==> src/rtl/led_cmd_if.sv <==
// led_cmd_if: valid/ready command channel carrying per-LED pattern requests
interface led_cmd_if;
  logic       valid;
  logic       ready;
  logic       led;
  logic [1:0] mode;
  logic [3:0] arg;
  modport master (output valid, led, mode, arg, input ready);
  modport slave (input valid, led, mode, arg, output ready);
endinterface

==> src/rtl/led_status_ctrl.sv <==
// led_status_ctrl: green/red LED pattern driver (OFF/ON/BLINK/CODE) with optional LED_PWM_EN dimming
module led_status_ctrl #(
  parameter int CLK_HZ = 48000000,
  parameter int TICK_HZ = 1000,
  parameter int BLINK_UNIT = 50,
  parameter int PULSE_TICKS = 200,
  parameter int GAP_TICKS = 1000,
  parameter int PWM_DUTY = 8
) (
  input  logic       i_ifclk,
  input  logic       i_rst_n,
  led_cmd_if.slave   cmd,
  output logic       o_led_green,
  output logic       o_led_red
);
  localparam int TC = CLK_HZ / TICK_HZ - 1;
  localparam int PW = $clog2(TC + 1);
  typedef enum logic [1:0] {S_IDLE, S_ON, S_OFF, S_GAP} code_st_t;
  logic [PW-1:0] pre_q, pre_d;
  logic          rdy_q, rdy_d;
  logic [1:0]    mode_q [2], mode_d [2];
  logic [3:0]    arg_q [2], arg_d [2], pls_q [2], pls_d [2];
  logic [15:0]   cnt_q [2], cnt_d [2];
  logic          ph_q [2], ph_d [2];
  code_st_t      st_q [2], st_d [2];
  logic [1:0]    led_q, led_d;
  logic          tick, acc, lit, done, lit_lvl;
  logic [31:0]   nxt, lim;
`ifdef LED_PWM_EN
  logic [3:0]    slot_q, slot_d;
`endif
  assign cmd.ready = rdy_q;
  assign o_led_green = led_q[0];
  assign o_led_red = led_q[1];
  // next-state: prescaler, handshake, per-LED pattern sequencing and registered pin level
  always_comb begin
    acc = cmd.valid & rdy_q;
    tick = pre_q == PW'(TC);
    pre_d = tick ? '0 : pre_q + 1'b1;
    rdy_d = ~acc;
`ifdef LED_PWM_EN
    slot_d = slot_q + 4'd1;
    lit_lvl = 5'(slot_q) >= 5'(PWM_DUTY);
`else
    lit_lvl = 1'b0;
`endif
    led_d = led_q;
    for (int i = 0; i < 2; i++) begin
      mode_d[i] = mode_q[i];
      arg_d[i] = arg_q[i];
      pls_d[i] = pls_q[i];
      cnt_d[i] = cnt_q[i];
      ph_d[i] = ph_q[i];
      st_d[i] = st_q[i];
      nxt = 32'(cnt_q[i]) + 32'd1;
      lim = mode_q[i] == 2'd2 ? (32'(arg_q[i]) + 32'd1) * 32'(BLINK_UNIT) :
            st_q[i] == S_GAP ? 32'(GAP_TICKS) : 32'(PULSE_TICKS);
      done = nxt >= lim;
      lit = mode_q[i] == 2'd1 || (mode_q[i] == 2'd2 && ph_q[i]) || st_q[i] == S_ON;
      led_d[i] = lit ? lit_lvl : 1'b1;
      if (acc && cmd.led == 1'(i)) begin
        mode_d[i] = cmd.mode;
        arg_d[i] = cmd.arg;
        pls_d[i] = cmd.arg;
        cnt_d[i] = '0;
        ph_d[i] = 1'b1;
        st_d[i] = cmd.mode == 2'd3 && cmd.arg != 4'd0 ? S_ON : S_IDLE;
      end else if (tick && (mode_q[i] == 2'd2 || st_q[i] != S_IDLE)) begin
        cnt_d[i] = done ? '0 : (&cnt_q[i] ? cnt_q[i] : nxt[15:0]);
        if (done) begin
          ph_d[i] = ~ph_q[i];
          st_d[i] = st_q[i] == S_ON ? S_OFF :
                    st_q[i] == S_OFF && pls_q[i] == 4'd0 ? S_GAP :
                    st_q[i] == S_IDLE ? S_IDLE : S_ON;
          pls_d[i] = st_q[i] == S_ON ? pls_q[i] - 4'd1 :
                     st_q[i] == S_GAP ? arg_q[i] : pls_q[i];
        end
      end
    end
  end
  // state registers; reset darkens both LEDs and holds off the handshake
  always_ff @(posedge i_ifclk or negedge i_rst_n) begin
    if (!i_rst_n) begin
      pre_q <= '0;
      rdy_q <= 1'b0;
      led_q <= 2'b11;
`ifdef LED_PWM_EN
      slot_q <= '0;
`endif
      for (int i = 0; i < 2; i++) begin
        mode_q[i] <= '0;
        arg_q[i] <= '0;
        pls_q[i] <= '0;
        cnt_q[i] <= '0;
        ph_q[i] <= 1'b0;
        st_q[i] <= S_IDLE;
      end
    end else begin
      pre_q <= pre_d;
      rdy_q <= rdy_d;
      led_q <= led_d;
`ifdef LED_PWM_EN
      slot_q <= slot_d;
`endif
      for (int i = 0; i < 2; i++) begin
        mode_q[i] <= mode_d[i];
        arg_q[i] <= arg_d[i];
        pls_q[i] <= pls_d[i];
        cnt_q[i] <= cnt_d[i];
        ph_q[i] <= ph_d[i];
        st_q[i] <= st_d[i];
      end
    end
  end
endmodule

==> src/flat_wrapper.sv <==
// flat-port wrapper written by rule: the top's interface ports become plain ports
module led_status_ctrl_flat 
#(
  parameter int CLK_HZ = 48000000,
  parameter int TICK_HZ = 1000,
  parameter int BLINK_UNIT = 50,
  parameter int PULSE_TICKS = 200,
  parameter int GAP_TICKS = 1000,
  parameter int PWM_DUTY = 8
)
  (i_ifclk, i_rst_n, o_led_green, o_led_red, cmd_valid, cmd_led, cmd_mode, cmd_arg, cmd_ready);
  led_cmd_if cmd_i ();
  input  logic i_ifclk;
  input  logic i_rst_n;
  output logic o_led_green;
  output logic o_led_red;
  input wire logic [$bits(cmd_i.valid)-1:0] cmd_valid;
  input wire logic [$bits(cmd_i.led)-1:0] cmd_led;
  input wire logic [$bits(cmd_i.mode)-1:0] cmd_mode;
  input wire logic [$bits(cmd_i.arg)-1:0] cmd_arg;
  output wire logic [$bits(cmd_i.ready)-1:0] cmd_ready;
  assign cmd_i.valid = cmd_valid;
  assign cmd_i.led = cmd_led;
  assign cmd_i.mode = cmd_mode;
  assign cmd_i.arg = cmd_arg;
  assign cmd_ready = cmd_i.ready;
  led_status_ctrl #(.CLK_HZ(CLK_HZ), .TICK_HZ(TICK_HZ), .BLINK_UNIT(BLINK_UNIT), .PULSE_TICKS(PULSE_TICKS), .GAP_TICKS(GAP_TICKS), .PWM_DUTY(PWM_DUTY)) u_core (.i_ifclk(i_ifclk), .i_rst_n(i_rst_n), .cmd(cmd_i), .o_led_green(o_led_green), .o_led_red(o_led_red));
endmodule
==> config.mk <==
export PLATFORM = sky130hd
export DESIGN_NAME = led_status_ctrl_flat
export DESIGN_NICKNAME = d
export VERILOG_FILES = /design/src/rtl/led_cmd_if.sv /design/src/rtl/led_status_ctrl.sv /design/src/flat_wrapper.sv
export SDC_FILE = /design/constraint.sdc
export NUM_CORES = 1
export LEC_CHECK = 0
export CELL_PAD_IN_SITES_DETAIL_PLACEMENT = 1
export CELL_PAD_IN_SITES_GLOBAL_PLACEMENT = 1
export CORE_MARGIN = 2
export CORE_UTILIZATION = 44
export DETAILED_ROUTE_END_ITERATION = 10
export PLACE_DENSITY = 0.83
export SLEW_MARGIN = 0
export SYNTH_ARGS = -nofsm -noshare
export SYNTH_HDL_FRONTEND = slang
export SYNTH_SLANG_ARGS = --single-unit
==> constraint.sdc <==
create_clock -name i_ifclk -period 4.2 [get_ports i_ifclk]
set_input_delay 0.63 -clock i_ifclk [delete_from_list [all_inputs] [get_ports i_ifclk]]
set_output_delay 0.63 -clock i_ifclk [all_outputs]
set_load 0.05 [all_outputs]
After elaboration in Yosys (flattened, before gate mapping)
Cells that the tools add are included.
{"block": "totals", "register_bits": 77, "in_bits": 10, "output_inout_bits": 3, "elab_cells": 125}
{"block": "classes", "n_addsub": 7, "mul": 2, "magnitude_cmp": 2, "n_eq_ne": 14, "n_mux": 44, "n_bitwise": 5, "n_reduce_logical": 36}
{"operator": "2-to-1 mux 16 bit", "n": 9}
{"operator": "greater-or-equal comparator 32 bit", "n": 2}
{"operator": "multiplier 32 x 5 -> 31 bit (second input constant)", "n": 2}
{"operator": "2-to-1 mux 32 bit", "n": 2}
{"operator": "2-to-1 mux 4 bit", "n": 10}
{"operator": "adder 16 x 1 -> 17 bit (second input constant)", "n": 2}
{"operator": "AND reduction 16 bit", "n": 2}
{"operator": "2-to-1 mux 10 bit", "n": 2}
{"operator": "2-to-1 mux 2 bit", "n": 10}
{"operator": "adder 16 x 1 -> 16 bit (second input constant)", "n": 1}
{"operator": "equality test 16 bit (second input constant)", "n": 1}
{"operator": "equality test 2 bit (second input constant)", "n": 7}
{"operator": "nonzero test 2 bit", "n": 6}
{"operator": "2-to-1 mux 1 bit", "n": 11}
{"operator": "adder 4 x 1 -> 5 bit (second input constant)", "n": 2}
{"operator": "logical AND 1 bit", "n": 9}
{"operator": "equality test 2 x 1 -> 1 bit (second input constant)", "n": 4}
{"operator": "logical NOT 4 bit", "n": 2}
{"operator": "AND reduction 2 bit", "n": 4}
{"operator": "subtractor 4 x 1 -> 4 bit (second input constant)", "n": 2}
{"operator": "logical OR 1 bit", "n": 6}
{"operator": "inequality test 3 x 1 -> 1 bit (second input constant)", "n": 2}
{"operator": "AND reduction 3 bit", "n": 2}
{"operator": "nonzero test 3 bit", "n": 2}
{"operator": "other kinds (4)", "n": 8}

Depth between registers and ports, before layout
Gate-level depths: netlist of the first run.
{"block": "depth", "ltp_word": 7, "ltp_mapped": 19, "mapped_depth_nobuf": 18}

Worst setup path after synthesis of the first run
OpenSTA, ideal clock, no wires.
{"block": "synth_path", "path_type": "flip-flop to flip-flop", "from": "reg u_core.arg_q[0] in the netlist's numbering", "to": "reg u_core.ph_q[0] in the netlist's numbering", "setup_time_ps": 125, "t_arrival_ps": 4371, "required_ps": 4075, "path_slack_ps": -296, "stages_incl_launch_ff": 17, "path_buffers": 0, "period_less_slack_ps": 4496, "cell_sequence": "dfrtp_1 ha_1 and3_1 ha_1 ha_1 ha_1 ha_1 a31oi_1 nor2b_1 o311ai_0 ha_1 and4_1 and3_1 a221oi_1 nand4_1 o21ai_1 mux2_2"}
{"block": "synth_via", "elab_chain_len": 6}
{"item": "start: declaration", "line": "led_status_ctrl.sv:22", "rtl": "logic [3:0] arg_q [2], arg_d [2], pls_q [2], pls_d [2];"}
{"item": "start signal: indexed assignment", "line": "led_status_ctrl.sv:107", "rtl": "arg_q[i] <= arg_d[i];"}
{"item": "adder 4 x 1 -> 5 bit", "line": "led_status_ctrl.sv:56", "rtl": "lim = mode_q[i] == 2'd2 ? (32'(arg_q[i]) + 32'd1) * 32'(BLINK_UNIT) :"}
{"item": "multiplier 32 x 5 -> 31 bit", "line": "led_status_ctrl.sv:56"}
{"item": "2-to-1 mux 32 bit", "line": "led_status_ctrl.sv:56"}
{"item": "greater-or-equal comparator 32 bit", "line": "led_status_ctrl.sv:58", "rtl": "done = nxt >= lim;"}
{"item": "nonzero test 2 bit (no source line)"}
{"item": "AND reduction 2 bit (no source line)"}
{"item": "end signal: indexed assignment", "line": "led_status_ctrl.sv:110", "rtl": "ph_q[i] <= ph_d[i];"}
{"item": "end: declaration", "line": "led_status_ctrl.sv:24", "rtl": "logic ph_q [2], ph_d [2];"}
No other way between the ends.
A chain may end at the register's enable or synchronous reset.

Worst setup path after layout of the first run
{"block": "layout_path", "from": "reg u_core.arg_q[0] in the netlist's numbering", "to": "reg u_core.cnt_q[7] in the netlist's numbering"}
{"block": "layout_via", "elab_chain_len": 7, "word_cells_on_any_way": 9, "classes_between": "add/sub: 1; mul: 1; order compare: 1; eq/ne: 1; mux: 4; reduce/logical: 1"}
{"item": "adder 4 x 1 -> 5 bit (*)", "line": "led_status_ctrl.sv:56"}
{"item": "multiplier 32 x 5 -> 31 bit (*)", "line": "led_status_ctrl.sv:56"}
{"item": "2-to-1 mux 32 bit (*)", "line": "led_status_ctrl.sv:56"}
{"item": "greater-or-equal comparator 32 bit (*)", "line": "led_status_ctrl.sv:58"}
{"item": "2-to-1 mux 16 bit", "line": "led_status_ctrl.sv:69", "rtl": "cnt_d[i] = done ? '0 : (&cnt_q[i] ? cnt_q[i] : nxt[15:0]);"}
{"item": "2-to-1 mux 16 bit", "line": "led_status_ctrl.sv:68", "rtl": "end else if (tick && (mode_q[i] == 2'd2 || st_q[i] != S_IDLE)) begin"}
{"item": "2-to-1 mux 16 bit", "line": "led_status_ctrl.sv:61", "rtl": "if (acc && cmd.led == 1'(i)) begin"}
{"item": "end signal: indexed assignment", "line": "led_status_ctrl.sv:109", "rtl": "cnt_q[i] <= cnt_d[i];"}
{"item": "end: declaration", "line": "led_status_ctrl.sv:23", "rtl": "logic [15:0] cnt_q [2], cnt_d [2];"}
Mark *: on every way between the ends. The rest lies on a longest branch, timed or not. The select of a mux whose other input is x is not followed.

==> flow_summary.json, run 1 <==
{
  "run_status": "finished, violations left",
  "failing_checks": "negative setup slack",
  "timing.critical_path.arrival_ns": 4.86,
  "synth_top_family_by_area": "simple AND/OR/NAND/NOR gates",
  "finish.cell_count_without_fillers": 837,
  "design.final.nets": 737,
  "grt_max_degree": 78,
  "synth.mux.area_fraction_pct": 2.59,
  "slew_headroom_pct": 31.1,
  "timing.final.crit_period_ns": 4.58,
  "final_util_pct": 59.7,
  "io_buffer_count": 12,
  "postSynth.topFlopCell": "dfrtp_1",
  "via_count_of_the_first_global_routing_pass": 5315,
  "crit_path_top_delay_cell": "fa_2",
  "num_vias": 5425,
  "grt_setup_unrepaired": "yes",
  "postLayoutSetupSlackWorst_ns": -0.375,
  "count_of_max_cap_constraint_violations": 0,
  "cts.reportedPaths.clkPinSlew_ns": 0.07,
  "dr.pass1.iters": 5,
  "reg2reg_slack_ns": -0.38,
  "grtUsageTotal_pct": 28.5,
  "finalSetupViolations": 34,
  "post-route-drc-count": 0,
  "fin_worst_skew_ns": 0.0142,
  "number_of_nets_still_failing_antenna_checks_after_routing": 0,
  "timing.critical_path.to_type": "register",
  "cts_tree": "done",
  "post_synth_inst_count": 606,
  "synth_enable_flop_cells": 0,
  "final.period_utilization_pct": 109,
  "maxSlewViolCount": 0,
  "final_hold_viol_count": 0,
  "critPathLaunch": "u_core.arg_q[0]$_DFFE_PN0P_",
  "adder_cell_share_of_the_synthesized_area_pct": 14.6,
  "crit_path_max_incr_delay_ns": 0.44,
  "setup.worst_path.end": "u_core.cnt_q[7]$_DFFE_PN0P_",
  "avgSynthCellArea_um2": 9.08,
  "placedCellCount": 804,
  "max_slew.worst_pin.slew_ns": 1.03,
  "asyncSetResetFlopFracSynth_pct": 100,
  "post-synth-top-count-cell": "nand2_1",
  "synthesis.area_um2": 5500,
  "mappedNetlistNets": 679,
  "netlist.area_leader.share_pct": 34.1,
  "postRouteWirelength_um": 22400,
  "crit-reg2reg-capture": "u_core.cnt_q[7]$_DFFE_PN0P_",
  "pwr_density_cell_nw_per_um2": 475,
  "antenna-diode-count": 0,
  "finalInstanceArea_um2": 7230,
  "fp.dieArea_um2": 13400,
  "post_synth_xor_area_fraction_pct": 8.75,
  "grt_antenna_before_repair": 0,
  "critical_path.startpoint_type": "register",
  "clock_tree.buffer_depth": 2,
  "route.detailed.wl_per_inst_um": 26.7,
  "floorplan.io_pins": 13,
  "place_hpwl_um": 11200,
  "die_width_um": 116,
  "die_h_um": 116,
  "place_congestion": 0.836,
  "hold_class": "primary input to asynchronous set/reset pin",
  "yosysSeqAreaShare_pct": 35.1,
  "yosys_warnings": 0,
  "synth_top_cell_by_area": "dfrtp_1",
  "first_iteration_detailed_routing_drc_count": 396,
  "yosys.area_share.simple_pct": 22.3,
  "critPathKind": "register to register",
  "total_leakage_power_uw": 0.00324,
  "clock_tree.root_cell": "clkbuf_16",
  "post_synth_num_cell_types": 59,
  "clock_sinks": 77,
  "placedInstanceArea_um2": 6170,
  "synth-compound-area-share_pct": 13.5,
  "fraction_of_final_layout_cells_sized_beyond_drive_strength_1_pct": 28.0,
  "cts-hold-fix-buffers": 0,
  "clk-insertion-delay-late_ns": 0.36,
  "ys_ff_latch": 77,
  "fmaxAchievable_mhz": 219,
  "synth.cells.most_frequent": "88 x nand2_1, 75 x dfrtp_1, 61 x ha_1",
  "timing.critical_path.cells": "inv_2 -> ha_4 -> inv_1 -> ha_4 -> ha_4 -> inv_1 -> fa_2 -> buf_4 -> xnor2_1 -> nor2_1 -> ha_1 -> and3_1 -> a221oi_1 -> nand2b_1 -> nand4_1 -> buf_4 -> buf_6 -> a211oi_1 -> a21o_1",
  "grt_pass1_wl_um": 28900,
  "grt_remaining_overflow": 0,
  "post_drt_via_cell_ratio": 6.48,
  "numCtsBuffers": 9,
  "worstPathRequired_ns": 4.49,
  "initial_utilization_pct": 45.4,
  "area.growth.synth_to_final_pct": 31.4,
  "row_cnt": 40,
  "r2r_start": "u_core.arg_q[0]$_DFFE_PN0P_",
  "crit_path_frequent_cell": "ha_4",
  "clock_tree.htree_level_count": 3,
  "worst_ir_drop_vdd_v": 0.000401,
  "r2r.worst_path.cells": 19,
  "area_of_the_core_region_um2": 12100,
  "post_synth_main_area_contributors": "dfrtp_1 34%, ha_1 14%, nand2_1 6.0%",
  "crit_path_max_fanout": 4
}
[registers in the layout, indices dropped and copies added, names as in the netlist]
name and cells:
u_core.cnt_q 32, u_core.ph_q 2, u_core.cmd.ready 1, u_core.pls_q 8, u_core.led_q 2, u_core.pre_q 16
u_core.st_q 4, u_core.mode_q 4, u_core.arg_q 8
[layer usage]
layer  wire length, um  vias up  track usage [%]
met1              8640     2749             35.4
met2             11000      278             48.5
li1                  -     2271                -
met3              1250      127             4.81
met4              1530        0             13.1
met5                 0        -                0
[worst min path at each step]
stage                                       end  slack [ns]
global route        u_core.arg_q[7]$_DFFE_PN0P_        0.52
floorplan           u_core.arg_q[0]$_DFFE_PN0P_        0.33
detailed placement    u_core.pre_q[0]$_DFF_PN0_        0.47
global placement      u_core.led_q[1]$_DFF_PN1_        0.46
finish              u_core.arg_q[7]$_DFFE_PN0P_        0.45
CTS                   u_core.pre_q[4]$_DFF_PN0_        0.49
[report_power, final]
part | switching, uW | internal (uW)
Combinational | 848 | 738
Clock | 355 | 476
Sequential | 175 | 840
[logic make-up after synthesis]
family                   Yosys count
AND/OR/NAND/NOR                  246
AO/OA/AOI/OAI                    108
flip-flops                        77
adder cells (fa/ha/maj)           63
XOR/XNOR                          55
buffers and inverters             44
multiplexers                      13
[stage by stage]
stage	hold WS, ns	TNS [ns]	setup WS (ns)	total power, uW
after floorplan	0.334	0	0.00525	1630
after global placement	0.460	-0.508	-0.0942	1920
after detailed placement	0.474	-7.67	-0.382	2020
after CTS	0.491	0	0.000684	3040
after global routing	0.521	-9.59	-0.436	3540
final	0.452	-6.88	-0.375	3430
[placed cells by master, fill, tap and decap left out, types with 9 or more instances in the layout]
| cell | count |
|---|---|
| a21oi_1 | 15 |
| nor3_1 | 9 |
| nand4_1 | 11 |
| ha_4 | 24 |
| mux2_4 | 10 |
| clkdlybuf4s50_1 | 11 |
| xor2_1 | 21 |
| buf_4 | 48 |
| o21ai_0 | 20 |
| nor2_1 | 35 |
| clkbuf_16 | 9 |
| xnor2_1 | 25 |
| ha_1 | 34 |
| dfrtp_1 | 71 |
| a21o_1 | 9 |
| inv_1 | 16 |
| nand2_1 | 85 |
| and3_1 | 15 |
| and2_1 | 13 |
| nand3_1 | 26 |
[critical path, delay by kind of cell, from the launching register on]
family,cells,cell delay [ns]
xor gates and xnor gates,1,0.21
adders and majority gates,5,1.59
and+or+nand+nor,4,0.75
buffers and inverters,6,0.76
AOI/OAI and AO/OA,3,0.76
DFF,1,0.43
[area by class of cell]
class	instances	area [um2]
tap	168	210
fill	1318	4880
timing repair buffer	67	569
clock inverter	4	47.5
multi-input combinational	485	4130
inverter	24	90.1
sequential	77	1930
clock buffer	12	246
[repair_timing]
action / in CTS / in global routing
gates cloned: 0 / 0
resized for setup: 61 / 60
pin swaps: 41 / 50
setup buffers: 12 / 9
hold endpoints to repair: 0 / 0
endpoints found under the setup margin: 36 / 38
Note: power is estimated with default switching activity, not from simulation.
==> inputs of run 2 (changes only) <==
--- a/config.mk
+++ b/config.mk
@@ -8,7 +8,7 @@
 export CELL_PAD_IN_SITES_DETAIL_PLACEMENT = 1
 export CELL_PAD_IN_SITES_GLOBAL_PLACEMENT = 1
 export CORE_MARGIN = 2
-export CORE_UTILIZATION = 44
+export CORE_UTILIZATION = 46
 export DETAILED_ROUTE_END_ITERATION = 10
 export PLACE_DENSITY = 0.83
 export SLEW_MARGIN = 0
==> constraint.sdc (replaced) <==
create_clock -name i_ifclk -period 5.1 [get_ports i_ifclk]
set_input_delay 0.765 -clock i_ifclk [delete_from_list [all_inputs] [get_ports i_ifclk]]
set_output_delay 0.765 -clock i_ifclk [all_outputs]
set_load 0.05 [all_outputs]
==> run 2 against run 1 <==
The flow now finishes without violations. Routed wire length is 37% lower. Global-route usage is 5.0 points lower. Sequential share of layout area increased by 5.1 points. Design area decreased by 16%. Sequential power decreased by 20%. Total power shrank 37%. Cell count down 9.2%. Die area fell by 4.2%. First-iteration DRC count fell by 67%. Largest power group is now registers. Highest routed layer unchanged.
==> flow_summary.json, run 2 (same netlist as run 1, synthesis figures left out) <==
{
  "worst_ir_drop_vdd_v": 0.000229,
  "crit_path_max_fanout": 7,
  "reg.largest.list": "u_core.cnt_q: 32 flops, u_core.pre_q: 16 flops",
  "design.final.nets": 686,
  "row_cnt": 39,
  "post-route-drc-count": 0,
  "final_util_pct": 52.4,
  "largest_register_ff_count": 32,
  "grt_setup_unrepaired": "no",
  "die_width_um": 113,
  "route.met3.wl_um": 400,
  "number_of_nets_still_failing_antenna_checks_after_routing": 0,
  "hold_class": "register to register",
  "grt_remaining_overflow": 0,
  "cts_tree": "done",
  "floorplan.io_pins": 13,
  "fraction_of_final_layout_cells_sized_beyond_drive_strength_1_pct": 8.27,
  "m1WireLength_um": 6410,
  "clock_tree.htree_level_count": 3,
  "final.period_utilization_pct": 94.5,
  "grt_pass1_wl_um": 24300,
  "crit_path_frequent_cell": "ha_1",
  "postRouteWirelength_um": 14200,
  "count_of_max_cap_constraint_violations": 0,
  "timing.critical_path.to_type": "register",
  "fp.dieArea_um2": 12900,
  "crit_path_max_incr_delay_ns": 0.45,
  "area_of_the_core_region_um2": 11600,
  "clock_tree.root_cell": "clkbuf_16",
  "timing.critical_path.arrival_ns": 5.04,
  "timing.critical_path.cells": "ha_1 -> and3_1 -> ha_1 -> ha_1 -> ha_1 -> ha_1 -> a31o_2 -> a21oi_1 -> xnor2_1 -> nand2_1 -> ha_1 -> o21ai_0 -> nor2_1 -> nor4_2 -> buf_4 -> o211ai_4 -> o21ai_2 -> mux2_2",
  "num_vias": 4525,
  "grt_max_degree": 78,
  "worstPathRequired_ns": 5.32,
  "final_hold_viol_count": 0,
  "post_drt_via_cell_ratio": 5.95,
  "finalInstanceArea_um2": 6060,
  "numCtsBuffers": 9,
  "dr.pass1.iters": 4,
  "pwr_density_cell_nw_per_um2": 355,
  "max_slew.worst_pin.slew_ns": 0.999,
  "fmaxAchievable_mhz": 207,
  "route.detailed.wl_per_inst_um": 18.7,
  "first_iteration_detailed_routing_drc_count": 131,
  "cts-hold-fix-buffers": 0,
  "largest-register": "u_core.cnt_q",
  "critical_path.startpoint_type": "register",
  "layout.filler_cells": 1323,
  "cts.reportedPaths.clkPinSlew_ns": 0.06,
  "top_signal_layer_used": "met4",
  "place_hpwl_um": 10500,
  "initial_utilization_pct": 47.6,
  "timing.final.crit_period_ns": 4.82,
  "placedInstanceArea_um2": 5740,
  "antenna-diode-count": 0,
  "clk-insertion-delay-late_ns": 0.34,
  "finalSetupViolations": 0,
  "placedCellCount": 745,
  "clock_sinks": 77,
  "die_h_um": 113,
  "critPathKind": "register to register",
  "grtUsageTotal_pct": 23.5,
  "area.growth.synth_to_final_pct": 10.1,
  "maxSlewViolCount": 0,
  "clock_tree.buffer_depth": 2,
  "met2_length_um": 7120,
  "grt_antenna_before_repair": 0,
  "io_buffer_count": 12,
  "fin_worst_skew_ns": 0.00637,
  "crit_path_top_delay_cell": "dfrtp_1",
  "setup_total_negative_slack_ns": 0,
  "finish.cell_count_without_fillers": 760,
  "slew_headroom_pct": 33.4,
  "leading_cell_type_in_the_layout_fill_and_taps_excluded": "nand2_1",
  "via_count_of_the_first_global_routing_pass": 4943,
  "run_status": "complete, no violations",
  "total_leakage_power_uw": 0.00291,
  "place_congestion": 0.840,
  "mostFrequentLayoutCells": "87 x nand2_1, 75 x dfrtp_1, 61 x ha_1"
}
[run 2: cell count changes in the layout (fill, tap and decap cells not counted), sizes merged]
| cell | delta |
|---|---|
| clkbuf | -1 |
| buf | -51 |
[run 2: cell type report]
| class | count | area (um2) | share of cell area (%) |
|---|---|---|---|
| multi-input cells | 485 | 3420 | 56.3 |
| repair buffers | 16 | 148 | 2.44 |
| clock buffers | 11 | 253 | 4.17 |
| flip-flops and latches | 77 | 1930 | 31.8 |
| clock inverters | 4 | 47.5 | 0.784 |
| well taps | 143 | 179 | 2.95 |
| inverters | 24 | 90.1 | 1.49 |
[run 2: timing repair]
item                                    in CTS  in global routing
resized for setup                            0                  6
setup buffers                                0                  0
endpoints found under the setup margin       0                 18
[run 2: routing by layer]
metal  vias to the layer above  global-route usage (%)
li1                       2163                       -
met1                      2275                    30.6
met2                        68                    41.0
met3                        19                    2.55
met4                         0                    7.72
met5                         -                       0
[run 2: final timing paths]
kind	start	end	slack, ns	depth (start not counted)
max	u_core.arg_q[4]$_DFFE_PN0P_	u_core.st_q[3]$_DFFE_PN0P_	0.28	18
min	u_core.pre_q[0]$_DFF_PN0_	u_core.pre_q[0]$_DFF_PN0_	0.49	1
max reg2reg	u_core.arg_q[4]$_DFFE_PN0P_	u_core.st_q[3]$_DFFE_PN0P_	0.28	18
min reg2reg	u_core.pre_q[0]$_DFF_PN0_	u_core.pre_q[0]$_DFF_PN0_	0.49	1
max in group asynchronous	i_rst_n	u_core.arg_q[4]$_DFFE_PN0P_	3.87	1
min in group asynchronous	i_rst_n	u_core.cnt_q[21]$_DFFE_PN0P_	0.58	1
[run 2: power breakdown]
part           leakage, uW  internal (uW)  switching, uW  total, uW
Sequential         0.00101            692            115        807
Clock             0.000147            401            256        658
Combinational      0.00176            294            393        687
Total              0.00291           1390            764       2150
[run 2: worst max-delay path: cells and delay by family, from the launching register on]
family	cells	cell delay, ns
xor gates and xnor gates	1	0.13
DFF	1	0.45
AOI/OAI and AO/OA	5	1.03
adders and majority gates	6	1.82
muxes	1	0.36
and+or+nand+nor	4	0.69
buffers and inverters	1	0.19
[run 2: metrics by stage]
step	power [uW]	worst slack [ns]	hold slack, ns
finish	2150	0.280	0.489
global route	2280	0.0478	0.506
CTS	2150	0.153	0.486
detailed placement	1480	0.172	0.466
global placement	1430	0.467	0.455
floorplan	1290	0.604	0.399
==> inputs of run 3 (changes only) <==
--- a/config.mk
+++ b/config.mk
@@ -10,6 +10,7 @@
 export CORE_MARGIN = 2
 export CORE_UTILIZATION = 46
 export DETAILED_ROUTE_END_ITERATION = 10
+export GPL_TIMING_DRIVEN = 0
 export PLACE_DENSITY = 0.83
 export SLEW_MARGIN = 0
 export SYNTH_ARGS = -nofsm -noshare
==> run 3 against run 2 <==
Maximum frequency shrank 0.43%. Register-to-register slack lost 0.02 ns. Critical path depth shrank 2. Via count grew 1.7%. Setup slack lost 0.021 ns. Clock power grew 14%. Combinational power grew 8.0%. Die area is the same.
==> flow_summary.json, run 3 (same netlist as run 1, synthesis figures left out) <==
{
  "fraction_of_final_layout_cells_sized_beyond_drive_strength_1_pct": 8.81,
  "p_switching_uw": 789,
  "timing.critical_path.cells": "ha_1 -> and3_1 -> ha_1 -> ha_1 -> ha_1 -> ha_1 -> a31oi_2 -> nor2b_1 -> o311ai_1 -> ha_1 -> and4_1 -> and3_1 -> a221oi_2 -> nand4_1 -> o21ai_2 -> mux2_2",
  "final_hold_viol_count": 0,
  "floorplan.io_pins": 13,
  "leading_cell_type_in_the_layout_fill_and_taps_excluded": "nand2_1",
  "design.final.nets": 704,
  "worst_ir_drop_vdd_v": 0.000204,
  "max_slew.worst_pin.slew_ns": 0.881,
  "worstPathRequired_ns": 5.32,
  "largest_register_ff_count": 32,
  "io_buffer_count": 12,
  "clock_tree.buffer_depth": 2,
  "timing.critical_path.arrival_ns": 5.06,
  "placedInstanceArea_um2": 5820,
  "grt_pass1_wl_um": 25100,
  "post_drt_via_cell_ratio": 5.91,
  "power_frac_seq_pct": 34.5,
  "area.growth.synth_to_final_pct": 12.8,
  "maxSlewViolCount": 0,
  "final_util_pct": 53.7,
  "final.period_utilization_pct": 94.9,
  "critical_path.startpoint_type": "register",
  "grt_antenna_before_repair": 0,
  "mostFrequentLayoutCells": "88 x nand2_1, 75 x dfrtp_1, 61 x ha_1",
  "cts_tree": "done",
  "numCtsBuffers": 9,
  "die_h_um": 113,
  "reg2reg_slack_ns": 0.26,
  "area_of_the_core_region_um2": 11600,
  "reg.largest.list": "u_core.cnt_q: 32 flops, u_core.pre_q: 16 flops",
  "critPathKind": "register to register",
  "pwr_density_cell_nw_per_um2": 367,
  "clk-insertion-delay-late_ns": 0.35,
  "die_width_um": 113,
  "comb_power_share_pct": 32.5,
  "finalInstanceArea_um2": 6210,
  "dr.pass1.iters": 4,
  "grtUsageTotal_pct": 24.5,
  "total_leakage_power_uw": 0.00299,
  "fin_worst_skew_ns": 0.0112,
  "power_report.internal_total_uw": 1490,
  "via_count_of_the_first_global_routing_pass": 5008,
  "crit-reg2reg-capture": "u_core.ph_q[0]$_DFFE_PN0P_",
  "num_vias": 4600,
  "largest-register": "u_core.cnt_q",
  "r2r.worst_path.cells": 16,
  "post-route-drc-count": 0,
  "slew_headroom_pct": 41.0,
  "multi_input_area_um2": 3430,
  "grt_remaining_overflow": 0,
  "cts-hold-fix-buffers": 0,
  "critPathTopFamily": "adder cells",
  "fp.dieArea_um2": 12900,
  "count_of_max_cap_constraint_violations": 0,
  "r2r_start": "u_core.arg_q[0]$_DFFE_PN0P_",
  "register_area_um2": 1930,
  "hold_class": "primary input to asynchronous set/reset pin",
  "layout.filler_cells": 1319,
  "row_cnt": 39,
  "clock_sinks": 77,
  "cts.reportedPaths.clkPinSlew_ns": 0.07,
  "postRouteWirelength_um": 14800,
  "crit_path_frequent_cell": "ha_1",
  "run_status": "complete, no violations",
  "crit_path_top_delay_cell": "dfrtp_1",
  "first_iteration_detailed_routing_drc_count": 199,
  "fmaxAchievable_mhz": 207,
  "crit_path_max_incr_delay_ns": 0.47,
  "finalSetupViolations": 0,
  "timing.final.crit_period_ns": 4.84,
  "timing.hold.ws_ns": 0.398,
  "antenna-diode-count": 0,
  "worst-path-buf-inv": 0,
  "place_congestion": 0.848,
  "clock_tree.htree_level_count": 3,
  "share_of_total_power_consumed_by_net_switching_pct": 34.6,
  "grt_setup_unrepaired": "no",
  "crit_path_max_fanout": 7,
  "clockPowerShare_pct": 33.0,
  "clock_tree.root_cell": "clkbuf_16",
  "timing.critical_path.to_type": "register",
  "grt_max_degree": 42,
  "place_hpwl_um": 10800,
  "number_of_nets_still_failing_antenna_checks_after_routing": 0,
  "initial_utilization_pct": 47.6,
  "route.detailed.wl_per_inst_um": 19.0
}
run 3: worst reg2reg max path, stage by stage, from the launching register on:
cell,delay (ns)
dfrtp_1,0.47
ha_1,0.26
and3_1,0.23
ha_1,0.32
ha_1,0.31
ha_1,0.30
ha_1,0.36
a31oi_2,0.25
nor2b_1,0.08
o311ai_1,0.27
ha_1,0.32
and4_1,0.20
and3_1,0.18
a221oi_2,0.30
nand4_1,0.21
o21ai_2,0.30
mux2_2,0.38
run 3: cell type report:
cell class,count,share of cell area [%]
Tap cell,143,2.88
Clock inverter,4,1.53
Inverter,24,1.45
Multi-Input combinational cell,485,55.3
Clock buffer,12,3.97
Buffer,20,1.45
Sequential cell,77,31.1
Timing Repair Buffer,14,2.34
run 3: power by group through the flow:
stage | Combinational (uW) | Clock, uW | Sequential, uW
after floorplan | 497 | 0 | 789
after global placement | 657 | 0 | 786
after detailed placement | 704 | 0 | 791
after CTS | 731 | 765 | 783
after global routing | 835 | 783 | 796
final | 742 | 752 | 786
run 3: what timing repair did:
| item | CTS | global route |
|---|---|---|
| resized for setup | 3 | 5 |
| endpoints found under the setup margin | 9 | 22 |
| pin swaps | 1 | 1 |
| endpoints found under the hold margin | 0 | 0 |
| buffers inserted | 1 | 0 |
run 3: worst max-delay path by stage:
stage	slack [ns]	start	cells after the start	end
finish	0.26	u_core.arg_q[0]$_DFFE_PN0P_	16	u_core.ph_q[0]$_DFFE_PN0P_
global route	0.009	u_core.arg_q[0]$_DFFE_PN0P_	17	u_core.ph_q[0]$_DFFE_PN0P_
CTS	0.09	u_core.arg_q[0]$_DFFE_PN0P_	16	u_core.ph_q[0]$_DFFE_PN0P_
detailed placement	-0.08	u_core.arg_q[0]$_DFFE_PN0P_	16	u_core.ph_q[0]$_DFFE_PN0P_
global placement	0.03	u_core.arg_q[0]$_DFFE_PN0P_	16	u_core.ph_q[0]$_DFFE_PN0P_
floorplan	0.60	u_core.arg_q[0]$_DFFE_PN0P_	16	u_core.ph_q[0]$_DFFE_PN0P_
run 3: per-layer routing:
metal	vias to the layer above	share of wire [%]	global-route usage, %
li1	2204	-	-
met2	61	50	42.4
met3	26	2.2	3.35
met1	2309	46	31.2
met4	0	2.2	9.35
met5	-	0	0
run 3: stage by stage:
step | std cells | setup slack, ns | power, uW | setup TNS, ns
2_1_floorplan | 606 | 0.604 | 1290 | 0
3_3_place_gp | 761 | 0.0340 | 1440 | 0
3_5_place_dp | 762 | -0.0838 | 1490 | -0.228
4_1_cts | 779 | 0.0900 | 2280 | 0
5_1_grt | 779 | 0.00897 | 2410 | 0
6_report | 779 | 0.259 | 2280 | 0
